--- config.mk ---
export PLATFORM = sky130hd
export DESIGN_NAME = pipelined_register_file_flat
export DESIGN_NICKNAME = d
export VERILOG_FILES = /design/src/rtl/pipelined_register_file_if.sv /design/src/rtl/pipelined_register_file.sv /design/src/flat_wrapper.sv
export SDC_FILE = /design/constraint.sdc
export NUM_CORES = 2
export LEC_CHECK = 0
export ABC_AREA = 1
export BUFFER_PORTS_ARGS = -buffer_cell sky130_fd_sc_hd__buf_2
export CORE_UTILIZATION = 25
export DETAILED_ROUTE_END_ITERATION = 6
export PLACE_DENSITY = 0.36
export SLEW_MARGIN = 40
export SYNTH_ARGS = -nofsm -noshare
export SYNTH_HDL_FRONTEND = slang
export SYNTH_SLANG_ARGS = --single-unit
--- constraint.sdc ---
create_clock -name clk -period 2.5 [get_ports clk]
set_input_delay 0.5 -clock clk [delete_from_list [all_inputs] [get_ports clk]]
set_output_delay 0.5 -clock clk [all_outputs]
set_load 0.03 [all_outputs]
--- src/rtl/pipelined_register_file_if.sv ---
// pipelined_register_file_if
// Bundles the decode/write-back side of the TinyCPU register file.
// master: decode + write-back logic (drives requests, observes results).
// slave : the register file itself.
// Signals:
//   read_reg_0/1, read_en_0/1   decode read addresses and port enables
//   issue_valid, issue_reg      destination of an issuing register-writing instruction
//   write_address/data/enable   write-back port
//   read_data_0/1, read_valid   registered read results
//   stall                       combinational hold request to decode
//   busy                        pending-write scoreboard (debug)
interface pipelined_register_file_if #(
    parameter int unsigned NUM_REGS   = 32,
    parameter int unsigned DATA_WIDTH = 32
);
    logic [4:0]            read_reg_0;
    logic [4:0]            read_reg_1;
    logic                  read_en_0;
    logic                  read_en_1;
    logic                  issue_valid;
    logic [4:0]            issue_reg;
    logic [4:0]            write_address;
    logic [DATA_WIDTH-1:0] write_data;
    logic                  write_enable;
    logic [DATA_WIDTH-1:0] read_data_0;
    logic [DATA_WIDTH-1:0] read_data_1;
    logic                  read_valid;
    logic                  stall;
    logic [NUM_REGS-1:0]   busy;

    modport master (
        output read_reg_0, read_reg_1, read_en_0, read_en_1,
        output issue_valid, issue_reg,
        output write_address, write_data, write_enable,
        input  read_data_0, read_data_1, read_valid, stall, busy
    );

    modport slave (
        input  read_reg_0, read_reg_1, read_en_0, read_en_1,
        input  issue_valid, issue_reg,
        input  write_address, write_data, write_enable,
        output read_data_0, read_data_1, read_valid, stall, busy
    );
endinterface

--- src/rtl/pipelined_register_file.sv ---
// pipelined_register_file
// Architectural register file with a pending-write scoreboard. Decode is
// stalled while it reads (RAW) or re-targets (WAW) a register whose write is
// still in flight. Read data is registered: one cycle latency.
// Ports:
//   clk    rising-edge clock
//   rst_n  asynchronous active-low reset
//   rf     pipelined_register_file_if.slave (read, issue, write-back, results)
// Optional feature: define REG_FILE_BYPASS_EN to forward same-cycle
// write-back data to reads and let a matching write-back cancel the hazard
// and WAW stall terms.
module pipelined_register_file #(
    parameter int unsigned NUM_REGS   = 32,
    parameter int unsigned DATA_WIDTH = 32
) (
    input logic                      clk,
    input logic                      rst_n,
    pipelined_register_file_if.slave rf
);

    logic [DATA_WIDTH-1:0] regs_q [NUM_REGS];
    logic [NUM_REGS-1:0]   busy_q;
    logic [NUM_REGS-1:0]   busy_d;
    logic [DATA_WIDTH-1:0] read_data_0_q;
    logic [DATA_WIDTH-1:0] read_data_1_q;
    logic                  read_valid_q;

    logic bypass_hit_0;
    logic bypass_hit_1;
    logic wb_hits_issue;
    logic hazard_0;
    logic hazard_1;
    logic waw;
    logic stall;

`ifdef REG_FILE_BYPASS_EN
    assign bypass_hit_0  = rf.write_enable && (rf.write_address == rf.read_reg_0);
    assign bypass_hit_1  = rf.write_enable && (rf.write_address == rf.read_reg_1);
    // A write-back to the issue target frees it on this very edge.
    assign wb_hits_issue = rf.write_enable && (rf.write_address == rf.issue_reg);
`else
    assign bypass_hit_0  = 1'b0;
    assign bypass_hit_1  = 1'b0;
    assign wb_hits_issue = 1'b0;
`endif

    assign hazard_0 = rf.read_en_0 && busy_q[rf.read_reg_0] && !bypass_hit_0;
    assign hazard_1 = rf.read_en_1 && busy_q[rf.read_reg_1] && !bypass_hit_1;
    assign waw      = rf.issue_valid && busy_q[rf.issue_reg] && !wb_hits_issue;
    assign stall    = hazard_0 || hazard_1 || waw;

    // Clear first, then set, so an issue to the register being written back wins.
    always_comb begin
        busy_d = busy_q;
        if (rf.write_enable) begin
            busy_d[rf.write_address] = 1'b0;
        end
        if (rf.issue_valid && !stall) begin
            busy_d[rf.issue_reg] = 1'b1;
        end
    end

    always_ff @(posedge clk or negedge rst_n) begin
        if (!rst_n) begin
            for (int i = 0; i < NUM_REGS; i++) begin
                regs_q[i] <= '0;
            end
        end else if (rf.write_enable) begin
            regs_q[rf.write_address] <= rf.write_data;
        end
    end

    always_ff @(posedge clk or negedge rst_n) begin
        if (!rst_n) begin
            busy_q        <= '0;
            read_data_0_q <= '0;
            read_data_1_q <= '0;
            read_valid_q  <= 1'b0;
        end else begin
            busy_q        <= busy_d;
            // Disabled ports still capture; the consumer ignores them.
            read_data_0_q <= bypass_hit_0 ? rf.write_data : regs_q[rf.read_reg_0];
            read_data_1_q <= bypass_hit_1 ? rf.write_data : regs_q[rf.read_reg_1];
            read_valid_q  <= (rf.read_en_0 || rf.read_en_1) && !stall;
        end
    end

    assign rf.read_data_0 = read_data_0_q;
    assign rf.read_data_1 = read_data_1_q;
    assign rf.read_valid  = read_valid_q;
    assign rf.stall       = stall;
    assign rf.busy        = busy_q;

endmodule
--- src/flat_wrapper.sv ---
// flat-port wrapper written by rule: the top's interface ports become plain ports
module pipelined_register_file_flat 
#(
    parameter int unsigned NUM_REGS   = 32,
    parameter int unsigned DATA_WIDTH = 32
)
  (clk, rst_n, rf_read_reg_0, rf_read_reg_1, rf_read_en_0, rf_read_en_1, rf_issue_valid, rf_issue_reg, rf_write_address, rf_write_data, rf_write_enable, rf_read_data_0, rf_read_data_1, rf_read_valid, rf_stall, rf_busy);
  pipelined_register_file_if #(.NUM_REGS(NUM_REGS), .DATA_WIDTH(DATA_WIDTH)) rf_i ();
  input logic clk;
  input logic rst_n;
  input wire logic [$bits(rf_i.read_reg_0)-1:0] rf_read_reg_0;
  input wire logic [$bits(rf_i.read_reg_1)-1:0] rf_read_reg_1;
  input wire logic [$bits(rf_i.read_en_0)-1:0] rf_read_en_0;
  input wire logic [$bits(rf_i.read_en_1)-1:0] rf_read_en_1;
  input wire logic [$bits(rf_i.issue_valid)-1:0] rf_issue_valid;
  input wire logic [$bits(rf_i.issue_reg)-1:0] rf_issue_reg;
  input wire logic [$bits(rf_i.write_address)-1:0] rf_write_address;
  input wire logic [$bits(rf_i.write_data)-1:0] rf_write_data;
  input wire logic [$bits(rf_i.write_enable)-1:0] rf_write_enable;
  output wire logic [$bits(rf_i.read_data_0)-1:0] rf_read_data_0;
  output wire logic [$bits(rf_i.read_data_1)-1:0] rf_read_data_1;
  output wire logic [$bits(rf_i.read_valid)-1:0] rf_read_valid;
  output wire logic [$bits(rf_i.stall)-1:0] rf_stall;
  output wire logic [$bits(rf_i.busy)-1:0] rf_busy;
  assign rf_i.read_reg_0 = rf_read_reg_0;
  assign rf_i.read_reg_1 = rf_read_reg_1;
  assign rf_i.read_en_0 = rf_read_en_0;
  assign rf_i.read_en_1 = rf_read_en_1;
  assign rf_i.issue_valid = rf_issue_valid;
  assign rf_i.issue_reg = rf_issue_reg;
  assign rf_i.write_address = rf_write_address;
  assign rf_i.write_data = rf_write_data;
  assign rf_i.write_enable = rf_write_enable;
  assign rf_read_data_0 = rf_i.read_data_0;
  assign rf_read_data_1 = rf_i.read_data_1;
  assign rf_read_valid = rf_i.read_valid;
  assign rf_stall = rf_i.stall;
  assign rf_busy = rf_i.busy;
  pipelined_register_file #(.NUM_REGS(NUM_REGS), .DATA_WIDTH(DATA_WIDTH)) u_core (.clk(clk), .rst_n(rst_n), .rf(rf_i));
endmodule
==> results.json <==
{
  "dieWidth_um": 484,
  "cts_buffers": 146,
  "timing.final.max_slew_violations": 0,
  "cellPowerDensity_nw_per_um2": 805,
  "use_met2_pct": 39.1,
  "drive_gt1_share_pct": 11.5,
  "sw_frac_of_total_pct": 32.6,
  "area_delta_synth_final_pct": 20.0,
  "critPathLaunch": "u_core.rf.busy[4]",
  "fin_crit_sh_pct": 109,
  "htreeDepth": 4,
  "holdPathStages": 6,
  "clockBufferDepth": 3,
  "cp_slowest_cell": "dfrtp_2",
  "synth_warnings": 0,
  "die_h_um": 484,
  "synthCells": 7530,
  "reg2regPathDepth": 14,
  "clkLatencyLatePin_ps": 820,
  "reg2reg_from": "u_core.rf.busy[4]",
  "ys_seq_elements": 1121,
  "layout_common_cells": "o21ai_0, nand2_1, nor2_1",
  "setup_slack_ps": -226,
  "p_comb_share_pct": 18.3,
  "cts_root_buf": "clkbuf_16",
  "ios": 156,
  "place_inst": 10300,
  "power.leakage_nw": 30.2,
  "hold_viol_final": 0,
  "nNetsFinal": 7524,
  "required_ps": 2000,
  "synthesis.area_um2": 58000,
  "seq_area_um2": 28100,
  "hold_start": "rf_issue_valid",
  "tightest_slew_ps": 755,
  "grt_usage_pct": 24.2,
  "avgSynthCellArea_um2": 7.71,
  "crit_path_max_fanout": 5,
  "arrival_ps": 2230,
  "crit_cells": 13,
  "multi_input_area_um2": 26700,
  "grt.busiest_layer": "met2",
  "vias_per_cell": 5.39,
  "wl_per_cell_um": 27.3,
  "worst_path_most_repeated_cell": "nand2_1",
  "synth_fp_nets": 7588,
  "grt_pass1_wl_um": 417000,
  "max_stage_delay_ps": 490,
  "min_period_ps": 2730,
  "first_pass_iters": 6,
  "coreArea_um2": 230000,
  "dp_hpwl_um": 171000,
  "peakVddDrop_uv": 456,
  "power_switching_mw": 18.3,
  "cp_num_buf_inv": 2,
  "drv_cap": 0,
  "status": "finished with violations",
  "place_congestion": 0.841,
  "cp_top_family": "simple AND/OR/NAND/NOR gates",
  "clkTransAtPathRegs_ps": 60,
  "instances_no_fill": 10600,
  "seq_area_frac_synth_pct": 48.3,
  "ys_types": 27,
  "internal-power_mw": 37.7,
  "io_buffers": 155,
  "antenna_found_initial": 9,
  "crit_chain": "nand2_1 > nand2_1 > nand2_1 > nand3_1 > nand2_1 > nand2_1 > nor2_1 > nand2_1 > nand2_2 > nand2_2 > nor2_4 > inv_2 > buf_6",
  "setup_viol": 1,
  "cts_tree": "done",
  "end_kind": "output pin",
  "num_vias": 57200,
  "floorplan.initialDensity_pct": 25.2,
  "clock_sinks": 1121,
  "skew_ps": 28.8,
  "grtUsageMet1_pct": 33.3,
  "seqPwrFrac_pct": 43.8,
  "wl_um": 289000,
  "hold_path.class": "input port to register",
  "tns_ps": -226,
  "dieArea_um2": 234000,
  "overflow": 0,
  "grt_pass1_vias": 55600,
  "relSlewSlack_pct": 49.7,
  "placementRows": 176,
  "drc_errors": 0,
  "fin_total_pwr_mw": 56.0,
  "fmax_mhz": 367,
  "cp-start-kind": "register",
  "critPathKind": "register to output pin",
  "final_common_cell": "o21ai_0",
  "use_met3_pct": 2.80,
  "fill_cells": 24400,
  "rsz0062_at_grt": "yes",
  "drtAntennaViolNets": 0,
  "pwr-share-clk_pct": 38.0,
  "drtIter0Drc": 5745,
  "grt_max_degree": 116,
  "violations": "negative setup slack"
}
repair_timing:
item,in CTS,in global routing
hold buffers,3,0
resized for setup,41,8
gates cloned,0,0
endpoints found under the setup margin,1,1
pin swaps,4,3
setup buffers,10,3
endpoints found under the hold margin,428,0
synth_stat cells, drive strengths merged:
library cell | number | area, µm²
nand3 | 229 | 1150
a21oi | 125 | 626
buf | 196 | 1100
nor2 | 1154 | 4340
dfrtp | 1121 | 28100
o221ai | 368 | 3220
nand2 | 1334 | 5010
o211ai | 1 | 7.51
a31oi | 64 | 400
inv | 75 | 284
clkinv | 4 | 15.0
o22ai | 111 | 694
o21a | 17 | 128
nor3 | 20 | 120
nand4 | 7 | 43.8
a32o | 6 | 60.1
clkbuf | 582 | 2180
o21ai | 2116 | 10600
per-stage QoR:
step                      area [µm²]  utilization (%)  hold WS (ps)  worst slack (ps)
after floorplan                58000                -           204               271
after CTS                      69600             30.2          48.0              -276
final                          69600             30.2          90.0              -226
after detailed placement       64700             28.1           388             -73.5
after global routing           69600             30.2          98.7              -339
after global placement         64700             28.1           389             -74.3
layout make-up:
class,instances,share of cell area (%)
multi-input combinational,5552,38.3
clock buffer,229,6.29
antenna,5,0.0180
timing repair buffer,566,8.61
clock inverter,32,0.485
sequential,1121,40.3
inverter,79,0.516
tap,3026,5.44
logic make-up after synthesis:
family / Yosys count / synth area share (%)
flip-flops: 1121 / 48.3
AO/OA/AOI/OAI: 2808 / 27.1
AND/OR/NAND/NOR: 2744 / 18.4
buffers and inverters: 857 / 6.18
sequential cells by signal, summed over array words and instances (netlist names):
name / flops
u_core.rf.busy: 32
u_core.rf.read_data_0: 32
u_core.rf.read_valid: 1
u_core.rf.read_data_1: 32
u_core.regs_q: 1024
worst paths after layout:
path	slack (ps)	end
max	-230	rf_stall
min	90	u_core.rf.read_valid
max reg2reg	620	u_core.rf.busy[25]
min reg2reg	480	u_core.regs_q[253]
max in group asynchronous	1270	u_core.regs_q[714]
min in group asynchronous	200	u_core.regs_q[936]
worst min-delay path, stage by stage:
cell,delay (ps)
buf_2,120
nand2_2,60
nand2_2,80
nor2_4,40
inv_2,50
nor2_1,30
power groups by stage:
stage / sequential (mW) / combinational [mW] / clock (mW)
6_report: 24.5 / 10.2 / 21.3
5_1_grt: 24.9 / 11.6 / 22.5
4_1_cts: 24.4 / 10.3 / 21.9
3_5_place_dp: 24.7 / 10.2 / 0
3_3_place_gp: 24.7 / 10.0 / 0
2_1_floorplan: 24.1 / 6.09 / 0
layer usage:
metal | routed length [µm] | vias to the layer above
li1 | - | 25900
met1 | 132000 | 28700
met2 | 132000 | 2137
met3 | 14700 | 461
met4 | 9940 | 4
met5 | 22 | -
(Power assumes the default switching activity.)
